## config.mk

```make
export PLATFORM = sky130hd
export DESIGN_NAME = regfile_wb_arbiter
export DESIGN_NICKNAME = d
export VERILOG_FILES = /design/src/rtl/regfile_wb_arbiter.sv
export SDC_FILE = /design/constraint.sdc
export NUM_CORES = 1
export LEC_CHECK = 0
export CORE_ASPECT_RATIO = 1.2
export CORE_UTILIZATION = 26
export CTS_BUF_LIST = sky130_fd_sc_hd__clkbuf_4
export DETAILED_ROUTE_END_ITERATION = 16
export GPL_ROUTABILITY_DRIVEN = 0
export GPL_TIMING_DRIVEN = 0
export HOLD_SLACK_MARGIN = 0.1
export PLACE_DENSITY_LB_ADDON = 0.08
export SLEW_MARGIN = 0
export SYNTH_ARGS = -nofsm -noshare
export SYNTH_HDL_FRONTEND = slang
export SYNTH_SLANG_ARGS = --single-unit
```

## constraint.sdc

```tcl
create_clock -name clk -period 2.3 [get_ports clk]
set_input_delay 0.46 -clock clk [delete_from_list [all_inputs] [get_ports clk]]
set_output_delay 0.46 -clock clk [all_outputs]
set_load 0.02 [all_outputs]
```

## src/rtl/regfile_wb_arbiter.sv

```systemverilog
// Write-back arbiter for the register file write port: round-robin between two
// valid/ready requesters, a one-entry registered write stage, and read bypass/hazard reporting.
module regfile_wb_arbiter #(
  parameter int unsigned DATA_WIDTH = 32,
  parameter int unsigned ADDR_WIDTH = 5
) (
  input  logic                  clk,
  input  logic                  reset,
  input  logic                  a_valid,
  input  logic [ADDR_WIDTH-1:0] a_addr,
  input  logic [DATA_WIDTH-1:0] a_data,
  output logic                  a_ready,
  input  logic                  b_valid,
  input  logic [ADDR_WIDTH-1:0] b_addr,
  input  logic [DATA_WIDTH-1:0] b_data,
  output logic                  b_ready,
  output logic                  wr_en,
  output logic [ADDR_WIDTH-1:0] rw_addr,
  output logic [DATA_WIDTH-1:0] wr_data,
  input  logic [ADDR_WIDTH-1:0] rd_addr1,
  input  logic [ADDR_WIDTH-1:0] rd_addr2,
  output logic                  fwd1_en,
  output logic                  fwd2_en,
  output logic [DATA_WIDTH-1:0] fwd_data1,
  output logic [DATA_WIDTH-1:0] fwd_data2,
  output logic                  hazard1,
  output logic                  hazard2,
  output logic [15:0]           contention_cnt
);

  logic                  prio_q, prio_d;
  logic [15:0]           cnt_q, cnt_d;
  logic                  wr_en_q;
  logic [ADDR_WIDTH-1:0] wr_addr_q;
  logic [DATA_WIDTH-1:0] wr_data_q;

  logic                  contended;
  logic                  grant_a, grant_b, xfer;
  logic [ADDR_WIDTH-1:0] sel_addr;
  logic [DATA_WIDTH-1:0] sel_data;
  logic                  wait_a, wait_b;

  always_comb begin
    contended = a_valid && b_valid;
    grant_a   = 1'b0;
    grant_b   = 1'b0;
    if (!reset) begin
      if (contended) begin
        grant_a = !prio_q;
        grant_b = prio_q;
      end else begin
        grant_a = a_valid;
        grant_b = b_valid;
      end
    end
    xfer     = grant_a || grant_b;
    sel_addr = grant_b ? b_addr : a_addr;
    sel_data = grant_b ? b_data : a_data;
    // Pointer moves to the loser so it wins the next contended cycle.
    prio_d   = contended ? grant_a : prio_q;
    cnt_d    = (contended && cnt_q != 16'hFFFF) ? cnt_q + 16'd1 : cnt_q;
    wait_a   = a_valid && !grant_a;
    wait_b   = b_valid && !grant_b;
  end

  always_ff @(posedge clk or posedge reset) begin
    if (reset) begin
      prio_q    <= 1'b0;
      cnt_q     <= '0;
      wr_en_q   <= 1'b0;
      wr_addr_q <= '0;
      wr_data_q <= '0;
    end else begin
      prio_q  <= prio_d;
      cnt_q   <= cnt_d;
      // Writes to x0 are accepted but never reach the array.
      wr_en_q <= xfer && (sel_addr != '0);
      if (xfer) begin
        wr_addr_q <= sel_addr;
        wr_data_q <= sel_data;
      end
    end
  end

  always_comb begin
    a_ready        = grant_a;
    b_ready        = grant_b;
    wr_en          = wr_en_q;
    rw_addr        = wr_addr_q;
    wr_data        = wr_data_q;
    contention_cnt = cnt_q;
    fwd1_en        = wr_en_q && (wr_addr_q == rd_addr1) && (rd_addr1 != '0);
    fwd2_en        = wr_en_q && (wr_addr_q == rd_addr2) && (rd_addr2 != '0);
    fwd_data1      = fwd1_en ? wr_data_q : '0;
    fwd_data2      = fwd2_en ? wr_data_q : '0;
    hazard1        = (rd_addr1 != '0) &&
                     ((wait_a && a_addr == rd_addr1) || (wait_b && b_addr == rd_addr1));
    hazard2        = (rd_addr2 != '0) &&
                     ((wait_a && a_addr == rd_addr2) || (wait_b && b_addr == rd_addr2));
  end

endmodule

```

## After elaboration in Yosys (flattened, before gate mapping)

Index checks and enable logic that the tools add are counted.

- Output and inout port bits: 124
- Flip-flop bits (word level): 55

- Reduce and logical (&&, ||, !) cells: 24
- Mux-type cells: 8
- Eq/ne operators: 7
- Add/sub/neg operators: 1

Operator list:

| kind | number |
|---|---|
| $mux 32 | 3 |
| $eq 5x5->1 | 6 |
| $add 16x1->16 const B | 1 |
| $ne 16x16->1 const B | 1 |
| $logic_and 1x1->1 | 15 |
| $reduce_bool 5->1 | 3 |
| $mux 5 | 1 |
| $mux 1 | 4 |
| $logic_not 1->1 | 3 |
| $logic_or 1x1->1 | 3 |

## Logic depth before layout (Yosys ltp)

- Depth in word-level cells: 8
- Gate-level depth with buffers: 6
- Mapped depth without buffers: 5

## Least setup slack after synthesis

No wires, ideal clock.

- Path type: input-to-reg
- Start point: input reset
- End point: register wr_en_q (netlist: wr_en)
- Data arrival time: 1.979 ns
- Data required time: 2.196 ns
- Stages on the path: 5
- Setup slack: 0.217 ns
- Cell sequence: inv_2 o21ai_0 buf_2 clkbuf_1 a221oi_1

- Cells in the longest elaborated chain, start to end: 4

RTL lines:

| element | RTL line | text |
|---|---|---|
| start, declared | 8 | `input logic reset,` |
| $mux 1 | 47 | `if (!reset) begin` |
| $mux 5 | 57 | `sel_addr = grant_b ? b_addr : a_addr;` |
| $reduce_bool 5->1 | 77 | `wr_en_q <= xfer && (sel_addr != '0);` |
| $logic_and 1x1->1 * | 77 |  |
| end signal, assigned | 77 |  |
| end, declared | 33 | `logic wr_en_q;` |

Every way passes the cells marked *; elsewhere a longest branch is shown, timed or not.
A chain may end at the register's enable or synchronous reset.

## Final worst setup path

- Start point: input rd_addr1[2]
- End point: output fwd_data1[18]

- Cells in the longest elaborated chain, start to end: 4

RTL lines:

| element | RTL line | text |
|---|---|---|
| start, declared | 20 | `input logic [ADDR_WIDTH-1:0] rd_addr1,` |
| $eq 5x5->1 | 92 | `fwd1_en = wr_en_q && (wr_addr_q == rd_addr1) && (rd_addr1 != '0);` |
| $logic_and 1x1->1 | 92 |  |
| $logic_and 1x1->1 * | 92 |  |
| $mux 32 * | 94 | `fwd_data1 = fwd1_en ? wr_data_q : '0;` |
| end, declared | 24 | `output logic [DATA_WIDTH-1:0] fwd_data1,` |

Marks and branches as above.

==> metrics <==
status finished, violations left; failing checks negative setup slack; commonest non-fill, non-tap cell in the layout clkdlybuf4s50_1; max-slew violations 0; Max Freq 398 MHz; worst setup margin -0.215 ns; Die Span Y 130 um; worst-skew pair later-pin latency 0.39 ns; Leakage Power 2.74 nW; Routed Antenna Nets 0; Slowest Stage Delay on Critical Path 0.54 ns; drt first pass iters 4; wire length per cell 17.3 um; Post-Syn Instances 373; RR Startpoint prio_q$_DFFE_PP0N_; RSZ-0062 raised after global routing yes; Nets 696; placed cells 752; Synth area leader dfrtp_1; Fin Setup TNS -9.84 ns; Rows 46; TritonCTS Buffers 5; crit path cell chain clkdlybuf4s15_2 > or4_4 > nor2_4 > nor4_4 > buf_6 > buf_4 > and2_1 > buf_4; routed vias/inst 4.63; DR vias 3610; DRC viols 0; ys async rst share 100%; Post-Synthesis Cell Area 0.00358 mm^2; fin crit period 2.51 ns; full die area 0.0142 mm^2; TritonCTS clock tree built; FILL cells 1338; CP most frequent cell buf_4; hold slack final 0.437 ns; GRT overflow 0; Max Clock Skew 0.00924 ns; Worst-path clk slew 0.16 ns; chip width 109 um; Max VDD drop 516 uV; clk root buf clkbuf_4; Area growth syn-to-layout 78.0%; max_cap viols 0; critical path required time 1.84 ns; H-tree levels 2; final WL 13.4 mm; critical path capture point type output port; DP Wirelength 10.3 mm; Post-synth EDFFs 0; Pwr Total 2.96 mW; Synth top area share 38.5%; most frequent cells in the layout clkdlybuf4s50_1 (122), buf_6 (73), dfrtp_1 (52), and2_4 (47), nand2_1 (43); Mapped Nets 462; Hold Path Class in2async; part of the cycle the worst path needs 109%; Max-slew headroom 57.9%; vias in the first global route 3464; Boundary Pins 212; Setup-failing EPs final 68; library cells used by synthesis 40; pin slew with the least headroom to its limit 0.625 ns; Multi-input gate area 0.00220 mm^2; sequential share of the synthesized area 38.5%; dpl ws -1.24 ns; I/O Buffers 211; first-pass GRT wire length 19.4 mm; layout cells sized above 1 29.9%; cell area after layout 0.00637 mm^2; clock sink total 55; Core Region 0.0133 mm^2; Area contributors post-synth dfrtp_1 (38%), mux2i_1 (11%), and2_1 (10%); crit path from rd_addr1[2]; Final Core Density 47.9%; dominant synthesized flop cell dfrtp_1; Cell Pwr Density 465 mW/mm^2; clock tree buffer depth 2; initial core utilization 26.9%; Final Hold Viols 0; startpoint types input port; Synth Area per Inst 9.59 um^2; Total GRT Usage 18.0%; Yosys reg bits 55; FF+latch area 0.00138 mm^2; CP max-delay cell or4_4; critical path type in2out; Post-Layout Cell Count 779; Yosys warning count 0; initial drt markers 98; initial antenna violation count 3; largest net degree at the start of global routing 57; crit-path max FO 8; crit path DAT 2.05 ns; Placed Area 0.00590 mm^2
registers in the layout (all words and copies together), names as in the netlist:
signal / flops
prio_q: 1
rw_addr: 5
contention_cnt: 16
wr_en: 1
wr_data: 32
area by class of cell:
type	count	share of cell area (%)
clock buffers	5	0.590
diodes	3	0.118
multi-input cells	293	34.6
plain buffers	20	2.57
well taps	168	3.30
repair buffers	227	36.5
inverters	5	0.413
flip-flops and latches	55	21.7
clock inverters	3	0.236
kinds of logic (layout without fill, tap and decap cells):
| kind of cell | after synthesis | after routing | share of synthesized area, % |
|---|---|---|---|
| and+or+nand+nor | 157 | 157 | 25.8 |
| AOI/OAI and AO/OA | 53 | 53 | 9.23 |
| DFF | 55 | 55 | 38.5 |
| adders and majority gates | 1 | 1 | 0.350 |
| other | 0 | 3 | 0 |
| muxes | 39 | 39 | 10.9 |
| buffers and inverters | 25 | 260 | 4.65 |
| xor gates and xnor gates | 43 | 43 | 10.5 |
path summary, 6_finish.rpt:
| check | to | slack, ns | cells past startpoint |
|---|---|---|---|
| max reg2reg | wr_data[10]$_DFFE_PP0P_ | 0.54 | 7 |
| min reg2reg | contention_cnt[13]$_DFFE_PP0P_ | 0.53 | 1 |
| max in group asynchronous | rw_addr[4]$_DFFE_PP0P_ | 1.54 | 2 |
| max | fwd_data1[18] | -0.21 | 8 |
| min in group clk | wr_en$_DFF_PP0_ | 0.49 | 3 |
| min | prio_q$_DFFE_PP0N_ | 0.44 | 2 |
power by group:
group	switching (mW)	total [mW]	internal [mW]
Combinational	0.596	1.21	0.618
Sequential	0.203	1.32	1.12
Clock	0.315	0.428	0.113
worst max-delay path, delay by kind of cell:
| family | cells | cell delay (ns) |
|---|---|---|
| buffers and inverters | 4 | 0.71 |
| AND/OR/NAND/NOR | 4 | 0.89 |
synth_stat cells (4+ instances only):
library cell	instances
nand3_1	6
o21ai_1	5
buf_6	7
dfrtp_1	55
xnor2_1	18
buf_4	5
or4_1	5
nand4_1	10
xor2_1	25
mux2i_1	38
nor3_1	4
nand2_1	43
a21oi_1	7
clkbuf_1	7
and2_1	60
nor2_1	4
inv_1	4
and2_2	6
o21ai_0	33
per-layer routing:
metal | track usage [%] | up-vias | share of wire [%]
li1 | - | 1744 | -
met1 | 21.3 | 1723 | 40
met2 | 32.9 | 134 | 52
met3 | 3.13 | 9 | 6.6
met4 | 5.17 | 0 | 1.3
met5 | 0 | - | 0
timing repair:
item                                    in CTS  in global routing
pin swaps                                    9                  6
endpoints found under the setup margin     108                 80
cloned                                       0                  4
hold buffers                                 0                  0
setup buffers                                7                  5
gates resized for setup                    451                 70
No activity file was read; power rests on OpenSTA's default activity.
